==> src/rtl/gen1_skp_scheduler_if.sv <==
// Upstream beat stream in, scrambler-facing beat stream out.
// master: beat source and sink; slave: the SKP scheduler.
interface gen1_skp_scheduler_if;
  logic [31:0] data_i;
  logic [3:0]  data_k_i;
  logic        data_valid_i;
  logic        sop_i;
  logic        eop_i;
  logic        data_ready_o;
  logic [31:0] data_o;
  logic [3:0]  data_k_o;
  logic        data_valid_o;

  modport master (
    output data_i, data_k_i, data_valid_i,
    output sop_i, eop_i,
    input  data_ready_o,
    input  data_o, data_k_o, data_valid_o
  );

  modport slave (
    input  data_i, data_k_i, data_valid_i,
    input  sop_i, eop_i,
    output data_ready_o,
    output data_o, data_k_o, data_valid_o
  );
endinterface

==> src/rtl/gen1_skp_scheduler.sv <==
// Gen1 SKP ordered-set scheduler: passes beats, inserts COM+3xSKP between packets.
// Ports: clk_i, rst_ni, enable_i, force_skp_i, pipe_width_i, bus (slave), skp_pending_o.
module gen1_skp_scheduler #(
  parameter int unsigned SKP_INTERVAL = 1180,
  parameter int unsigned CNT_W        = 16
) (
  input  logic                    clk_i,
  input  logic                    rst_ni,
  input  logic                    enable_i,
  input  logic                    force_skp_i,
  input  logic [5:0]              pipe_width_i,
  gen1_skp_scheduler_if.slave     bus,
  output logic                    skp_pending_o
);

  localparam logic [7:0] COM = 8'hBC;
  localparam logic [7:0] SKP = 8'h1C;
  localparam logic [CNT_W-1:0] INTV =
    CNT_W'(SKP_INTERVAL);

  typedef enum logic {
    S_DATA,
    S_SKP
  } state_t;

  state_t           state_q;
  logic [1:0]       idx_q;
  logic [CNT_W-1:0] cnt_q;
  logic             in_pkt_q;
  logic             pend_q;
  logic [31:0]      do_q;
  logic [3:0]       ko_q;
  logic             vo_q;

  logic [2:0]       nbytes;
  logic [1:0]       last_idx;
  logic             ready;
  logic             accept;
  logic             go_skp;
  logic             skp_last;
  logic [CNT_W:0]   cnt_sum;
  logic [CNT_W-1:0] cnt_inc;
  logic [CNT_W-1:0] cnt_nx;
  logic             thresh;
  logic [31:0]      skp_data;
  logic [3:0]       skp_k;
  logic [3:0]       sidx;

  // Unknown widths fall back to the full 4-byte beat.
  always_comb begin
    nbytes   = 3'd4;
    last_idx = 2'd0;
    unique case (1'b1)
      pipe_width_i == 6'd8: begin
        nbytes   = 3'd1;
        last_idx = 2'd3;
      end
      pipe_width_i == 6'd16: begin
        nbytes   = 3'd2;
        last_idx = 2'd1;
      end
      default: ;
    endcase
  end

  // Stall upstream only between packets once a set is owed.
  assign ready = (state_q == S_DATA)
               && !(pend_q && !in_pkt_q);
  assign accept = bus.data_valid_i && ready;
  assign go_skp = (state_q == S_DATA)
                && pend_q && !in_pkt_q;
  assign skp_last = (state_q == S_SKP)
                  && (idx_q == last_idx);

  assign cnt_sum = {1'b0, cnt_q}
                 + {{(CNT_W-2){1'b0}}, nbytes};
  assign cnt_inc = cnt_sum[CNT_W] ? '1
                 : cnt_sum[CNT_W-1:0];

  always_comb begin
    cnt_nx = cnt_q;
    if (!enable_i)
      cnt_nx = '0;
    else if (accept)
      cnt_nx = cnt_inc;
  end

  // Uses the post-beat count so the set is owed right after
  // the beat that crosses the interval.
  assign thresh = enable_i && (cnt_nx >= INTV);

  // Symbol n of the ordered set lands in lane n - idx*B.
  always_comb begin
    skp_data = '0;
    skp_k    = '0;
    sidx     = '0;
    for (int l = 0; l < 4; l++) begin
      sidx = ({2'b00, idx_q} * {1'b0, nbytes})
           + 4'(l);
      if (4'(l) < {1'b0, nbytes}) begin
        skp_data[8*l +: 8] =
          (sidx == 4'd0) ? COM : SKP;
        skp_k[l] = 1'b1;
      end
    end
  end

  always_ff @(posedge clk_i or negedge rst_ni) begin
    if (!rst_ni) begin
      state_q  <= S_DATA;
      idx_q    <= '0;
      cnt_q    <= '0;
      in_pkt_q <= 1'b0;
      pend_q   <= 1'b0;
      do_q     <= '0;
      ko_q     <= '0;
      vo_q     <= 1'b0;
    end else begin
      do_q <= '0;
      ko_q <= '0;
      vo_q <= 1'b0;
      unique case (state_q)
        S_DATA: begin
          cnt_q <= cnt_nx;
          if (accept) begin
            do_q <= bus.data_i;
            ko_q <= bus.data_k_i;
            vo_q <= 1'b1;
            if (bus.eop_i)
              in_pkt_q <= 1'b0;
            else if (bus.sop_i)
              in_pkt_q <= 1'b1;
          end
          if (go_skp) begin
            state_q <= S_SKP;
            idx_q   <= '0;
            cnt_q   <= '0;
          end else if (force_skp_i || thresh) begin
            pend_q <= 1'b1;
          end
        end
        S_SKP: begin
          do_q  <= skp_data;
          ko_q  <= skp_k;
          vo_q  <= 1'b1;
          idx_q <= idx_q + 2'd1;
          if (skp_last) begin
            state_q <= S_DATA;
            idx_q   <= '0;
            pend_q  <= 1'b0;
          end
        end
      endcase
    end
  end

  assign bus.data_ready_o = ready;
  assign bus.data_o       = do_q;
  assign bus.data_k_o     = ko_q;
  assign bus.data_valid_o = vo_q;
  assign skp_pending_o    = pend_q;

endmodule

==> src/flat_wrapper.sv <==
// flat-port wrapper written by rule: the top's interface ports become plain ports
module gen1_skp_scheduler_flat 
#(
  parameter int unsigned SKP_INTERVAL = 1180,
  parameter int unsigned CNT_W        = 16
)
  (clk_i, rst_ni, enable_i, force_skp_i, pipe_width_i, skp_pending_o, bus_data_i, bus_data_k_i, bus_data_valid_i, bus_sop_i, bus_eop_i, bus_data_ready_o, bus_data_o, bus_data_k_o, bus_data_valid_o);
  gen1_skp_scheduler_if bus_i ();
  input  logic clk_i;
  input  logic rst_ni;
  input  logic enable_i;
  input  logic force_skp_i;
  input  logic [5:0] pipe_width_i;
  output logic skp_pending_o;
  input wire logic [$bits(bus_i.data_i)-1:0] bus_data_i;
  input wire logic [$bits(bus_i.data_k_i)-1:0] bus_data_k_i;
  input wire logic [$bits(bus_i.data_valid_i)-1:0] bus_data_valid_i;
  input wire logic [$bits(bus_i.sop_i)-1:0] bus_sop_i;
  input wire logic [$bits(bus_i.eop_i)-1:0] bus_eop_i;
  output wire logic [$bits(bus_i.data_ready_o)-1:0] bus_data_ready_o;
  output wire logic [$bits(bus_i.data_o)-1:0] bus_data_o;
  output wire logic [$bits(bus_i.data_k_o)-1:0] bus_data_k_o;
  output wire logic [$bits(bus_i.data_valid_o)-1:0] bus_data_valid_o;
  assign bus_i.data_i = bus_data_i;
  assign bus_i.data_k_i = bus_data_k_i;
  assign bus_i.data_valid_i = bus_data_valid_i;
  assign bus_i.sop_i = bus_sop_i;
  assign bus_i.eop_i = bus_eop_i;
  assign bus_data_ready_o = bus_i.data_ready_o;
  assign bus_data_o = bus_i.data_o;
  assign bus_data_k_o = bus_i.data_k_o;
  assign bus_data_valid_o = bus_i.data_valid_o;
  gen1_skp_scheduler #(.SKP_INTERVAL(SKP_INTERVAL), .CNT_W(CNT_W)) u_core (.clk_i(clk_i), .rst_ni(rst_ni), .enable_i(enable_i), .force_skp_i(force_skp_i), .pipe_width_i(pipe_width_i), .bus(bus_i), .skp_pending_o(skp_pending_o));
endmodule
==> config.mk <==
export PLATFORM = sky130hd
export DESIGN_NAME = gen1_skp_scheduler_flat
export DESIGN_NICKNAME = d
export VERILOG_FILES = /design/src/rtl/gen1_skp_scheduler_if.sv /design/src/rtl/gen1_skp_scheduler.sv /design/src/flat_wrapper.sv
export SDC_FILE = /design/constraint.sdc
export NUM_CORES = 1
export LEC_CHECK = 0
export CORE_AREA = 2 2 112 60
export CTS_CLUSTER_SIZE = 12
export DETAILED_ROUTE_END_ITERATION = 12
export DIE_AREA = 0 0 114 62
export PLACE_DENSITY = 0.83
export SETUP_SLACK_MARGIN = 0.2
export SYNTH_ARGS = -nofsm -noshare
export SYNTH_HDL_FRONTEND = slang
export SYNTH_SLANG_ARGS = --single-unit
==> constraint.sdc <==
create_clock -name clk_i -period 7.7 [get_ports clk_i]
set_clock_uncertainty 0.2 [all_clocks]
set_input_delay 0.77 -clock clk_i [delete_from_list [all_inputs] [get_ports clk_i]]
set_output_delay 0.77 -clock clk_i [all_outputs]
set_load 0.01 [all_outputs]
==> results.sh <==
export IMPL_synth_fp_nets=379
export IMPL_required_ns=7.74
export IMPL_setup_viol=0
export IMPL_synth_most_common_cell="dfrtp_1"
export IMPL_design_area_um2=4267
export IMPL_placed_cell_area_um2=3936
export IMPL_max_slew_margin_pct=29.85
export IMPL_crit_fanout=12
export IMPL_dieHeight_um=62
export IMPL_drt_total_wl_mm=8.700
export IMPL_whs_ns=0.3452
export IMPL_worstSetupStartpoint="pipe_width_i[1]"
export IMPL_min_delay_start="u_core.cnt_q[0]"
export IMPL_syn_area_per_cell_um2=9.508
export IMPL_hold_path_end="u_core.cnt_q[0]"
export IMPL_cts_buffer_depth=2
export IMPL_cts_tree="built"
export IMPL_coreArea_um2=6254
export IMPL_grt_use_met3_pct=9.117
export IMPL_ys_seq_area_share_pct=48.15
export IMPL_grt_busiest_layer="met1"
export IMPL_groute_layer_met1_usage_pct=36.80
export IMPL_rrSetupSlack_ns=4.57
export IMPL_routedWlPerCell_um=17.83
export IMPL_end_kind="flop"
export IMPL_dp_cells=472
export IMPL_multi_input_area_um2=1433
export IMPL_cp_arrival_ns=4.70
export IMPL_synth_area_leaders="dfrtp_1 48%, nand2_1 6.7%, ha_1 4.6%"
export IMPL_synth_enable_flop_cells=0
export IMPL_drt_iter0_markers=348
export IMPL_fp_dieW_um=114
export IMPL_syn_inst=317
export IMPL_period_share_pct=60.54
export IMPL_finalHoldViolations=0
export IMPL_antenna_found_initial=0
export IMPL_grt_pass1_vias=2513
export IMPL_ys_top_cells_by_count="58 x dfrtp_1, 54 x nand2_1, 25 x o21ai_0"
export IMPL_max_cap_violations=0
export IMPL_rsz0062_at_grt="false"
export IMPL_antenna_cells=0
export IMPL_drv_slew=0
export IMPL_critPathTopFamily="simple AND/OR/NAND/NOR gates"
export IMPL_max_stage_delay_ns=0.64
export IMPL_status="finished, final reports clean"
export IMPL_r2r_start="u_core.in_pkt_q"
export IMPL_worst_pin_slew_ns=1.044
export IMPL_drtAntennaViolNets=0
export IMPL_grt_max_degree=59
export IMPL_synth_top_cell_by_area="dfrtp_1"
export IMPL_power_density_nw_per_um2=323.7
export IMPL_r2r_cells=6
export IMPL_grt_overflow_total=0
export IMPL_synthDistinctLibCells=52
export IMPL_area_delta_synth_final_pct=41.55
export IMPL_detail_route_first_pass_iterations=5
export IMPL_drive_gt1_share_pct=7.843
export IMPL_port_buffers=87
export IMPL_insertion_delay_ns=0.33
export IMPL_ys_async_sr_fraction_pct=100.0
export IMPL_crit_chain="clkdlybuf4s50_1 -> nor4_1 -> and3b_1 -> inv_1 -> ha_1 -> nor2_1 -> ha_1 -> inv_1 -> fa_1 -> nor2b_1 -> nor2_1 -> nor4_4 -> o2111a_1 -> nor4b_2 -> o22ai_1"
export IMPL_instances_no_fill=488
export IMPL_power_leakage_nw=1.926
export IMPL_min_period_ns=4.662
export IMPL_htree_levels=3
export IMPL_setup_tns_ns=0
export IMPL_ys_ff_latch=58
export IMPL_cts_made_buffers=9
export IMPL_met2_usage_pct=36.73
export IMPL_critPathLaunchType="primary input"
export IMPL_peakVddDrop_uv=188.9
export IMPL_yosysTopAreaCellShare_pct=48.15
export IMPL_rows=21
export IMPL_hold_path_class="reg2reg"
export IMPL_start_util_pct=48.20
export IMPL_slowest_stage="nor4_4"
export IMPL_cts_root_buf="clkbuf_16"
export IMPL_gp_congestion=0.8799
export IMPL_timing_rr_end="u_core.skp_pending_o"
export IMPL_clkSinkCount=58
export IMPL_fin_ws_ns=3.038
export IMPL_io_pins=88
export IMPL_viasPerCell=5.717
export IMPL_cts_setup_buffers=0
export IMPL_grt_util_all_layers_pct=25.68
export IMPL_nets=465
export IMPL_syn_cell_area_um2=3014
export IMPL_ys_warn_count=0
export IMPL_synth_ff_type="dfrtp_1"
export IMPL_crit_buf_inv=3
export IMPL_fillers=488
export IMPL_fmax_ghz=0.2145
export IMPL_post_route_drc_count=0
export IMPL_grt_pass1_wl_mm=13.20
export IMPL_clk_pin_slew_ns=0.05
export IMPL_vias=2790
export IMPL_holdPathStages=2
export IMPL_place_ws_ns=2.766
export IMPL_regArea_um2=1451
export IMPL_worstSetupPathType="in2reg"
export IMPL_cts_resized=0
export IMPL_dp_hpwl_mm=6.176
export IMPL_ctsHoldBuffers=0
export IMPL_die_area_um2=7068
[state kept, by name, summed over array words and instances (netlist names)]
name / count
u_core.skp_pending_o: 1
u_core.cnt_q: 16
u_core.bus.data_k_o: 4
u_core.bus.data_valid_o: 1
u_core.in_pkt_q: 1
u_core.idx_q: 2
u_core.state_q: 1
u_core.bus.data_o: 32
[metrics by stage]
stage	util, %	power (mW)
after floorplan	-	0.6887
after global placement	62.95	0.9194
after detailed placement	62.95	0.9386
after CTS	68.23	1.383
after global routing	68.23	1.455
final	68.23	1.381
[cell usage in the layout, fill, tap and decap left out, types with 5 or more instances in the layout]
cell	Yosys	final
clkdlybuf4s50_1	0	86
dfrtp_1	58	58
nand2_1	54	54
o21ai_0	25	25
inv_1	19	19
nor2_1	18	18
a21oi_1	18	18
and3_1	16	16
ha_1	11	11
clkbuf_16	0	9
a22o_1	7	7
a31oi_1	7	7
nor4_1	5	5
nor3_1	5	5
nand3_1	5	5
[kinds of logic after synthesis]
family / Yosys count / synth area share (%)
compound gates: 75 / 15.48
xor+xnor: 6 / 1.744
fa+ha+maj: 13 / 5.895
buf+inv: 33 / 4.317
flops: 58 / 48.15
simple gates: 132 / 24.41
[layer usage]
layer,up-vias,wire [µm],share of wire [%]
met5,-,0,0
met4,0,127,1.5
met3,17,1070,12
met2,183,3578,41
met1,1307,3923,45
li1,1283,-,-
[worst reg2reg max path, cell delays in order, from the launching register on]
cell and delay [ns]:
dfrtp_1 0.41, nand2b_1 0.49, and2_1 0.91, and4bb_2 0.45, a21oi_1 0.11, nor4_1 0.28, o22ai_1 0.14
[area by class of cell]
cell class	count	share of cell area [%]
tap	80	2.346
timing repair buffer	89	20.65
multi-input combinational	226	33.58
clock buffer	12	6.012
inverter	19	1.672
sequential	58	34.02
clock inverter	4	1.730
[power breakdown]
| group | switching, mW | internal, mW | total (mW) |
|---|---|---|---|
| registers | 0.0452 | 0.389 | 0.434 |
| clock network | 0.142 | 0.301 | 0.443 |
| logic | 0.266 | 0.238 | 0.504 |
| total | 0.454 | 0.927 | 1.38 |
[worst max-delay path by stage]
stage | to | slack, ns | cells after the start
after floorplan | u_core.bus.data_o[15] | 3.62 | 16
after global placement | u_core.skp_pending_o | 3.05 | 15
after detailed placement | u_core.bus.data_o[15] | 2.77 | 17
after CTS | u_core.skp_pending_o | 3.10 | 15
after global routing | u_core.bus.data_o[15] | 2.75 | 17
final | u_core.skp_pending_o | 3.04 | 15
Power figures use the tool's default switching activity.
==> patch, RTL diff (config.mk and constraints unchanged) <==
`CNT_W` is set to 16 in 2 places; all go to 20.
--- a/src/rtl/gen1_skp_scheduler.sv
+++ b/src/rtl/gen1_skp_scheduler.sv
@@ -4,3 +4,3 @@
   parameter int unsigned SKP_INTERVAL = 1180,
-  parameter int unsigned CNT_W        = 16
+  parameter int unsigned CNT_W        = 20
 ) (
--- a/src/flat_wrapper.sv
+++ b/src/flat_wrapper.sv
@@ -4,3 +4,3 @@
   parameter int unsigned SKP_INTERVAL = 1180,
-  parameter int unsigned CNT_W        = 16
+  parameter int unsigned CNT_W        = 20
 )
Check against the original RTL: no difference found for any inputs over 10 cycles, from zero or initial values and one cycle with rst_ni low; that may be too few to reach the edited logic, so the function may still have changed.
==> patch against the original RTL <==
  * Setup slack got worse by 660 ps
  * Synthesized cell count increased by 13%
  * Area after synthesis is 12% higher
  * Register-to-register slack worse by 330 ps
  * Critical path depth unchanged
  * Sequential cell count increased by 4
  * Highest routed layer unchanged
  * Wire length grew 3.7%
  * First-iteration DRC count rose by 3.2%
  * Critical path type unchanged
  * Hold slack better by 2.1 ps
  * Sequential share of layout area shrank 0.44 points
  * Count of clock-buffer cells in the layout decreased by 3
  * Cell area grew 8.3%
  * Cell count increased by 8.0%
  * Power grew 0.62%
==> patch: results (changes against the original RTL) <==
routed-via-count: 3164  # was 2,790
antenna_found_initial: 0  # unchanged
num_antenna_cells: 0  # unchanged
post-place-cells: 511  # was 472
ys_seq_area_share_pct: 45.9  # was 48.2%
gp_congestion: 1.01  # was 0.880
nets: 504  # was 465
place_area_um2: 4300  # was 3940 µm²
r2r_setup_slack_ps: 4240  # was 4570 ps
min_delay_path_depth: 1  # was 2
wl_per_cell_um: 17.1  # was 17.8 µm
synth_commonest_cells: "62 x dfrtp_1, 58 x nand2_1, 19 x o21ai_1"  # was 58 x dfrtp_1, 54 x nand2_1, 25 x o21ai_0
hp-start: "u_core.cnt_q[2]$_DFFE_PN0N_"  # was u_core.cnt_q[0]$_DFFE_PN0N_
critical_path_arrival_ps: 5370  # was 4700 ps
slowest_delay_ps: 630
cts.path.max_buffers: 2  # unchanged
syn-num-nets: 421  # was 379
wl_um: 9030  # was 8700 µm
r2r_cells: 9  # was 6
leakage_nw: 2.08  # was 1.93 nW
hpwl_um: 6340  # was 6180 µm
grt.total_usage_pct: 27.2  # was 25.7%
pre_cts_ws_ps: 2130  # was 2770 ps
clk_transition_reported_paths_ps: 60
critPathSlowestCell: "a211oi_1"  # was nor4_4
critPathTopFamily: "simple AND/OR/NAND/NOR gates"  # unchanged
slew_headroom_pct: 28.1  # was 29.8%
whs_ps: 347  # was 345 ps
status: "complete, no violations"  # unchanged
synth.area.top_cells: "dfrtp_1 46%, nand2_1 6.4%, ha_1 4.1%, o21ai_1 2.8%, and3_1 2.8%"  # was dfrtp_1 48%, nand2_1 6.7%, ha_1 4.6%, o21ai_0 4.2%, and3_1 3.3%
ir_drop_v: 0.000219  # was 0.000189 V
grt_max_degree: 63  # was 59
first_global_vias: 2892  # was 2,513
cap_violations: 0  # unchanged
ys_types: 60  # was 52
timing.rr.end: "u_core.skp_pending_o$_DFFE_PN0P_"  # unchanged
drt_iter0_drc: 359  # was 348
path_max_fanout: 15  # was 12
synth_flop_cell: "dfrtp_1"  # unchanged
grt_first_pass_wirelength_um: 14400  # was 13,200 µm
holdPathEnd: "u_core.cnt_q[2]$_DFFE_PN0N_"  # was u_core.cnt_q[0]$_DFFE_PN0N_
syn-mean-instance-area_um2: 9.41  # was 9.51 µm²
drive_gt1_share_pct: 7.38  # was 7.84%
timing.rr.start: "u_core.cnt_q[0]$_DFFE_PN0N_"  # was u_core.in_pkt_q$_DFFE_PN0P_
## patch: power breakdown
part           internal, W  leakage (nW)  switching, W
Combinational     0.000242          1.11      0.000267
Sequential        0.000411         0.813     0.0000344
Clock             0.000284         0.156      0.000152
## patch: how the worst max path moves through the flow
stage	start	to	slack [ps]
final	pipe_width_i[1]	u_core.skp_pending_o$_DFFE_PN0P_	2380
after global routing	pipe_width_i[1]	u_core.skp_pending_o$_DFFE_PN0P_	1970
after CTS	pipe_width_i[1]	u_core.skp_pending_o$_DFFE_PN0P_	2450
after detailed placement	pipe_width_i[1]	u_core.skp_pending_o$_DFFE_PN0P_	2130
after global placement	pipe_width_i[1]	u_core.skp_pending_o$_DFFE_PN0P_	2320
after floorplan	pipe_width_i[1]	u_core.skp_pending_o$_DFFE_PN0P_	3330
## patch: cell families (layout without fill, tap and decap cells)
| group | count (synthesis) | count (layout) | share of synthesized area (%) |
|---|---|---|---|
| adders and majority gates | 13 | 13 | 5.26 |
| muxes | 3 | 3 | 0.889 |
| AOI/OAI and AO/OA | 96 | 96 | 19.8 |
| and+or+nand+nor | 145 | 145 | 22.9 |
| xor gates and xnor gates | 5 | 5 | 1.30 |
| DFF | 62 | 62 | 45.9 |
| buffers and inverters | 35 | 123 | 3.96 |
## patch: area by class of cell
class,count,area (µm²)
multi-input combinational,262,1700
tap,80,100
inverter,18,67.6
fill,459,1630
clock inverter,7,98.8
clock buffer,9,225
timing repair buffer,89,881
sequential,62,1550
## patch: metal layers
metal | global-route usage, % | vias up | routed length (µm)
met2 | 38.8 | 187 | 3740
met3 | 11.3 | 17 | 1100
met4 | 9.76 | 0 | 133
li1 | - | 1464 | -
met5 | 0 | - | 0
met1 | 37.6 | 1496 | 4060
